$ cat config.mk
export PLATFORM = sky130hd
export DESIGN_NAME = wb_bus_decoder
export DESIGN_NICKNAME = d
export VERILOG_FILES = /design/src/rtl/wb_bus_decoder.sv
export SDC_FILE = /design/constraint.sdc
export NUM_CORES = 1
export LEC_CHECK = 0
export BUFFER_PORTS_ARGS = -buffer_cell sky130_fd_sc_hd__buf_2
export CORE_AREA = 2 2 150 152
export DETAILED_ROUTE_END_ITERATION = 16
export DIE_AREA = 0 0 152 154
export PLACE_DENSITY = 0.69
export SLEW_MARGIN = 40
export SYNTH_ARGS = -nofsm -noshare
export SYNTH_HDL_FRONTEND = slang
export SYNTH_SLANG_ARGS = --single-unit
$ cat constraint.sdc
create_clock -name sys_clk -period 5.9 [get_ports sys_clk]
set_input_delay 0.59 -clock sys_clk [delete_from_list [all_inputs] [get_ports sys_clk]]
set_output_delay 0.59 -clock sys_clk [all_outputs]
set_load 0.1 [all_outputs]
$ cat src/rtl/wb_bus_decoder.sv
// Registered Wishbone address decoder: routes one master to N_SLV windowed slaves or a
// default port, with per-slave wait states, slave-driven ack and a bus timeout with error log.
module wb_bus_decoder #(
   parameter int                  N_SLV    = 4,
   parameter int                  DW       = 32,
   parameter logic [N_SLV*32-1:0] SLV_BASE = {N_SLV{32'h0}},
   parameter logic [N_SLV*32-1:0] SLV_MASK = {N_SLV{32'hFFFF0000}},
   parameter logic [N_SLV*4-1:0]  SLV_WAIT = {N_SLV{4'h0}},
   parameter int unsigned         TIMEOUT  = 255,
   parameter logic [DW-1:0]       ERR_DATA = DW'(32'hBADACCE5)
) (
   input  logic                sys_clk,
   input  logic                rst,
   input  logic [31:0]         m_adr,
   input  logic [DW-1:0]       m_dat_w,
   input  logic [DW/8-1:0]     m_sel,
   input  logic                m_we,
   input  logic                m_cyc,
   input  logic                m_stb,
   output logic [DW-1:0]       m_dat_r,
   output logic                m_ack,
   output logic                m_err,
   output logic [31:0]         s_adr,
   output logic [DW-1:0]       s_dat_w,
   output logic [DW/8-1:0]     s_sel,
   output logic [N_SLV-1:0]    s_rd,
   output logic [N_SLV-1:0]    s_wr,
   input  logic [N_SLV*DW-1:0] s_dat_r,
   input  logic [N_SLV-1:0]    s_ack,
   output logic                d_cyc,
   output logic                d_stb,
   output logic                d_we,
   input  logic [DW-1:0]       d_dat_r,
   input  logic                d_ack,
   output logic [7:0]          err_cnt,
   output logic [31:0]         err_adr
);

   localparam int IW = (N_SLV > 1) ? $clog2(N_SLV) : 1;

   typedef enum logic [2:0] {
      IDLE = 3'd0,
      WAIT = 3'd1,
      SACK = 3'd2,
      DFLT = 3'd3,
      RESP = 3'd4,
      ERR  = 3'd5
   } state_t;

   state_t            state_q, state_d;
   logic [IW-1:0]     idx_q, idx_d;
   logic [3:0]        wcnt_q, wcnt_d;
   logic [31:0]       tcnt_q, tcnt_d;
   logic              first_q, first_d;
   logic [31:0]       s_adr_q, s_adr_d;
   logic [DW-1:0]     s_dat_w_q, s_dat_w_d;
   logic [DW/8-1:0]   s_sel_q, s_sel_d;
   logic              d_we_q, d_we_d;
   logic [DW-1:0]     m_dat_r_q, m_dat_r_d;
   logic [7:0]        err_cnt_q, err_cnt_d;
   logic [31:0]       err_adr_q, err_adr_d;

   logic              hit;
   logic [IW-1:0]     hit_idx;
   logic [3:0]        hit_wait;
   logic              sel_ack;
   logic [DW-1:0]     sel_dat;
   logic [N_SLV-1:0]  slot_oh;
   logic              strobe_on;
   logic              tmo_hit;

   // Descending scan so the lowest matching window is the one left standing.
   always_comb begin
      hit      = 1'b0;
      hit_idx  = '0;
      hit_wait = 4'h0;
      for (int i = N_SLV - 1; i >= 0; i--) begin
         if ((m_adr & SLV_MASK[32*i +: 32]) == SLV_BASE[32*i +: 32]) begin
            hit      = 1'b1;
            hit_idx  = IW'(i);
            hit_wait = SLV_WAIT[4*i +: 4];
         end
      end
   end

   always_comb begin
      sel_ack = 1'b0;
      sel_dat = '0;
      slot_oh = '0;
      for (int i = 0; i < N_SLV; i++) begin
         if (idx_q == IW'(i)) begin
            sel_ack    = s_ack[i];
            sel_dat    = s_dat_r[DW*i +: DW];
            slot_oh[i] = 1'b1;
         end
      end
   end

   assign tmo_hit = (TIMEOUT != 0) && (tcnt_q == TIMEOUT - 32'd1);

   always_comb begin
      state_d   = state_q;
      idx_d     = idx_q;
      wcnt_d    = wcnt_q;
      tcnt_d    = tcnt_q;
      first_d   = 1'b0;
      s_adr_d   = s_adr_q;
      s_dat_w_d = s_dat_w_q;
      s_sel_d   = s_sel_q;
      d_we_d    = d_we_q;
      m_dat_r_d = m_dat_r_q;
      err_cnt_d = err_cnt_q;
      err_adr_d = err_adr_q;
      case (state_q)
         IDLE: begin
            if (m_cyc && m_stb) begin
               s_adr_d   = m_adr;
               s_dat_w_d = m_dat_w;
               s_sel_d   = m_sel;
               d_we_d    = m_we;
               idx_d     = hit_idx;
               first_d   = 1'b1;
               tcnt_d    = '0;
               if (!hit) begin
                  state_d = DFLT;
               end else if (hit_wait == 4'hF) begin
                  state_d = SACK;
               end else begin
                  state_d = WAIT;
                  wcnt_d  = hit_wait;
               end
            end
         end
         WAIT: begin
            if (!m_cyc) begin
               state_d = IDLE;
            end else if (wcnt_q == 4'd0) begin
               if (!d_we_q) m_dat_r_d = sel_dat;
               state_d = RESP;
            end else begin
               wcnt_d = wcnt_q - 4'd1;
            end
         end
         SACK, DFLT: begin
            // Abort beats ack, and an ack beats a timeout expiring on the same edge.
            if (!m_cyc) begin
               state_d = IDLE;
            end else if ((state_q == SACK) ? sel_ack : d_ack) begin
               if (!d_we_q) m_dat_r_d = (state_q == SACK) ? sel_dat : d_dat_r;
               state_d = RESP;
            end else if (tmo_hit) begin
               if (!d_we_q) m_dat_r_d = ERR_DATA;
               err_adr_d = s_adr_q;
               if (err_cnt_q != 8'hFF) err_cnt_d = err_cnt_q + 8'd1;
               state_d = ERR;
            end else begin
               tcnt_d = tcnt_q + 32'd1;
            end
         end
         RESP:    state_d = IDLE;
         ERR:     state_d = IDLE;
         default: state_d = IDLE;
      endcase
   end

   always_ff @(posedge sys_clk or posedge rst) begin
      if (rst) begin
         state_q   <= IDLE;
         idx_q     <= '0;
         wcnt_q    <= '0;
         tcnt_q    <= '0;
         first_q   <= 1'b0;
         s_adr_q   <= '0;
         s_dat_w_q <= '0;
         s_sel_q   <= '0;
         d_we_q    <= 1'b0;
         m_dat_r_q <= '0;
         err_cnt_q <= '0;
         err_adr_q <= '0;
      end else begin
         state_q   <= state_d;
         idx_q     <= idx_d;
         wcnt_q    <= wcnt_d;
         tcnt_q    <= tcnt_d;
         first_q   <= first_d;
         s_adr_q   <= s_adr_d;
         s_dat_w_q <= s_dat_w_d;
         s_sel_q   <= s_sel_d;
         d_we_q    <= d_we_d;
         m_dat_r_q <= m_dat_r_d;
         err_cnt_q <= err_cnt_d;
         err_adr_q <= err_adr_d;
      end
   end

   // Slave strobes live only in the first cycle after acceptance.
   assign strobe_on = first_q && ((state_q == WAIT) || (state_q == SACK));
   assign s_rd      = (strobe_on && !d_we_q) ? slot_oh : '0;
   assign s_wr      = (strobe_on &&  d_we_q) ? slot_oh : '0;

   assign m_ack   = (state_q == RESP);
   assign m_err   = (state_q == ERR);
   assign d_cyc   = (state_q == DFLT);
   assign d_stb   = (state_q == DFLT);
   assign d_we    = d_we_q;
   assign m_dat_r = m_dat_r_q;
   assign s_adr   = s_adr_q;
   assign s_dat_w = s_dat_w_q;
   assign s_sel   = s_sel_q;
   assign err_cnt = err_cnt_q;
   assign err_adr = err_adr_q;

endmodule

==> impl_metrics.ini <==
[status]
status = completed

[sta]
post-route-worst-setup-slack_ns = 3.13
grt_setup_unrepaired = false
final_min_period_over_clock_period_pct = 47.0
fmax_mhz = 360
max-slew-margin-rel_pct = 46.4
hold-worst-slack_ns = 0.105
finalSetupViolations = 0
skew_ns = 0.0200
sum_of_negative_setup_slack_ns = 0
transition_at_the_pin_with_the_smallest_max_transition_slack_ns = 0.805
drv_slew = 0
timing.final.crit_period_ns = 2.77
final_hold_viol_count = 0

[die]
design.die.area_um2 = 23400
chipHeight_um = 154
initial_core_util_pct = 37.1
design.core.area_um2 = 21700
die_w_um = 152
io_pins = 391
rows = 54

[placed_design]
dp_hpwl_mm = 14.4
gp_routability_congestion = 0.810
placed_area_um2 = 9710
place_worst_setup_slack_ns = 3.16
port-buffer-count = 285

[cts]
cts-root-to-sink-buffers = 2
cts_clock_pin_slew_for_the_worst_setup_and_hold_paths_ns = 0.08
postCtsSetupRepairBufs = 0
post_cts_hold_buffer_count = 0
clk_latency_ns = 0.43
clock_sink_count = 181
numCtsBuffers = 17
clk_root_buffer_cell = clkbuf_16
cts_tree = yes
ctsResizeCount = 0
h_tree_depth = 4

[layout]
final_design_area_no_fill_um2 = 10300
antennaDiodeCount = 0
final_cell_mix = 285 x buf_2, 225 x nand2_1, 181 x dfrtp_1
area.sequential_um2 = 4530
final_layout_size_suffix_gt1_share_pct = 35.7
multi_input_comb_area_um2 = 3280
nets = 1293
final_common_cell = buf_2
nFillCells = 2018
syn_to_final_growth_pct = 28.7

[detailed_routing]
drt-wirelength-per-cell_um = 15.0
drc = 0
route.vias.total = 6586
drtAntennaViolNets = 0
first_pass_iters = 4
initialDrtViolationCount = 385
routed_vias_inst = 4.90
drt_wl_total_mm = 20.1

[power]
irDropWorstVdd_uv = 345
cellLeakagePower_nw = 5.58
cellPowerDensity_nw_per_um2 = 536

[worst_setup_path]
path_max_fanout = 33
rr_startpoint = state_q[0]
critPathCaptureType = output port
criticalPathCategory = reg2out
worst_r2r_endpoint = err_cnt[1]
timing.reg2reg.setup_slack_ns = 3.15
worst_ep_arrival_time_ns = 2.18
req_time_crit_path_ns = 5.31
crit_path_max_incr_delay_ns = 0.48
critical_path.cell_chain = and2b_2 -> nand2_4 -> inv_1 -> buf_2
timing.reg2reg.worst_path_depth = 5
startpoint_type = register
worst_path_slowest_cell = dfrtp_1

[global_routing]
grt_overflow = 0
number_of_antenna_violations_at_the_first_check_in_global_routing = 0
global_route_wire_length_before_repair_mm = 33.6
grt_start_max_net_pins = 81
grt_pass1_vias = 6691
grt.total_usage_pct = 17.3

[logic_synthesis]
yosysWarningCount = 0
cell_count_after_synthesis = 777
synth_largest_area_cell = dfrtp_1
synth.cell_area_um2 = 8040
synth_edf_count = 0
synth_top_area_share_pct = 56.3
synth.lib_cells_used.distinct = 55
yosys-top-cells-area = dfrtp_1 56%, nand2_1 11%, mux2_2 5.2%
syn_avg_cell_area_um2 = 10.3
ffs_w_async_s_r_synth_pct = 100
register_bit_count_reported_by_yosys = 181
ys.flop_type = dfrtp_1
sequential_fraction_of_the_synthesis_area_pct = 56.3

[hold_path]
worst_hold_path_type = in2async

[flow_run]
drv_cap = 0
flip-flops by register name, summed over array words and instances (netlist names):
register	flops
first_q	1
err_cnt	8
m_dat_r	32
s_sel	4
s_adr	32
err_adr	32
d_we	1
tcnt_q	32
s_dat_w	32
state_q	3
wcnt_q	4
cell usage after synthesis, types with 3 or more instances:
library cell and n:
a21oi_1 23, a2bb2oi_1 19, and2_1 3, and3_1 4
and4_1 5, buf_1 11, buf_2 8, buf_4 9
clkbuf_1 14, dfrtp_1 181, ha_1 4, inv_1 14
mux2_2 37, mux2i_1 32, nand2_1 226, nand2b_1 4
nand3_1 20, nand4_1 10, nor2_1 13, nor2b_1 3
nor3_1 5, nor4_1 12, nor4b_1 3, o21ai_0 24
o2bb2ai_1 14, o31ai_1 6, or3_1 24, or4_1 8
xnor2_1 8, xor2_1 3
power by group:
group	total [mW]	switching [mW]	internal [mW]
combinational	2.73	2.32	0.409
sequential	1.68	0.173	1.51
clock	1.13	0.545	0.582
kinds of logic (layout without fill, tap and decap cells):
group | count (synthesis) | count (layout) | share of synthesized area (%)
flip-flops | 181 | 181 | 56.3
AO/OA/AOI/OAI | 99 | 99 | 8.51
multiplexers | 70 | 70 | 9.45
buffers and inverters | 59 | 341 | 3.49
AND/OR/NAND/NOR | 352 | 352 | 20.3
adder cells (fa/ha/maj) | 4 | 4 | 0.623
XOR/XNOR | 11 | 11 | 1.20
other | 1 | 6 | 0.0466
worst max-delay path: cells and delay by family (launching register included):
kind	cells	cell delay, ns
and+or+nand+nor	2	0.66
buffers and inverters	2	0.60
DFF	1	0.48
layer usage:
metal  vias up  routed length [µm]  GRT usage (%)  share of wire, %
li1       3226                   -              -                 -
met1      3118                8810           22.5                44
met2       221                9620           28.6                48
met3        21                1420           5.19               7.1
met4         0                 278           4.36               1.4
met5         -                   0              0                 0
how the worst max path moves through the flow:
| stage | slack [ns] | cells past startpoint | to | start |
|---|---|---|---|---|
| 6_report | 3.13 | 4 | d_stb | state_q[2] |
| 5_1_grt | 3.00 | 4 | d_stb | state_q[1] |
| 4_1_cts | 3.13 | 4 | d_stb | state_q[2] |
| 3_5_place_dp | 3.16 | 5 | err_cnt[1] | state_q[0] |
| 3_3_place_gp | 2.83 | 5 | err_cnt[7] | state_q[0] |
| 2_1_floorplan | 0.39 | 1 | d_we | rst |
final cells by class:
class / instances / area share [%]
multi-input cells: 542 / 31.7
flip-flops and latches: 181 / 43.8
inverters: 15 / 0.617
clock inverters: 13 / 1.54
repair buffers: 294 / 14.7
clock buffers: 19 / 4.28
well taps: 280 / 3.39
metrics by stage:
| stage | utilization [%] | power (mW) | instances |
|---|---|---|---|
| finish | 47.7 | 5.55 | 1344 |
| global placement | 44.7 | 4.43 | 1311 |
| detailed placement | 44.8 | 4.45 | 1311 |
| CTS | 47.5 | 5.59 | 1343 |
| floorplan | - | 3.98 | 782 |
| global route | 47.7 | 5.78 | 1344 |
Power figures use the tool's default switching activity.
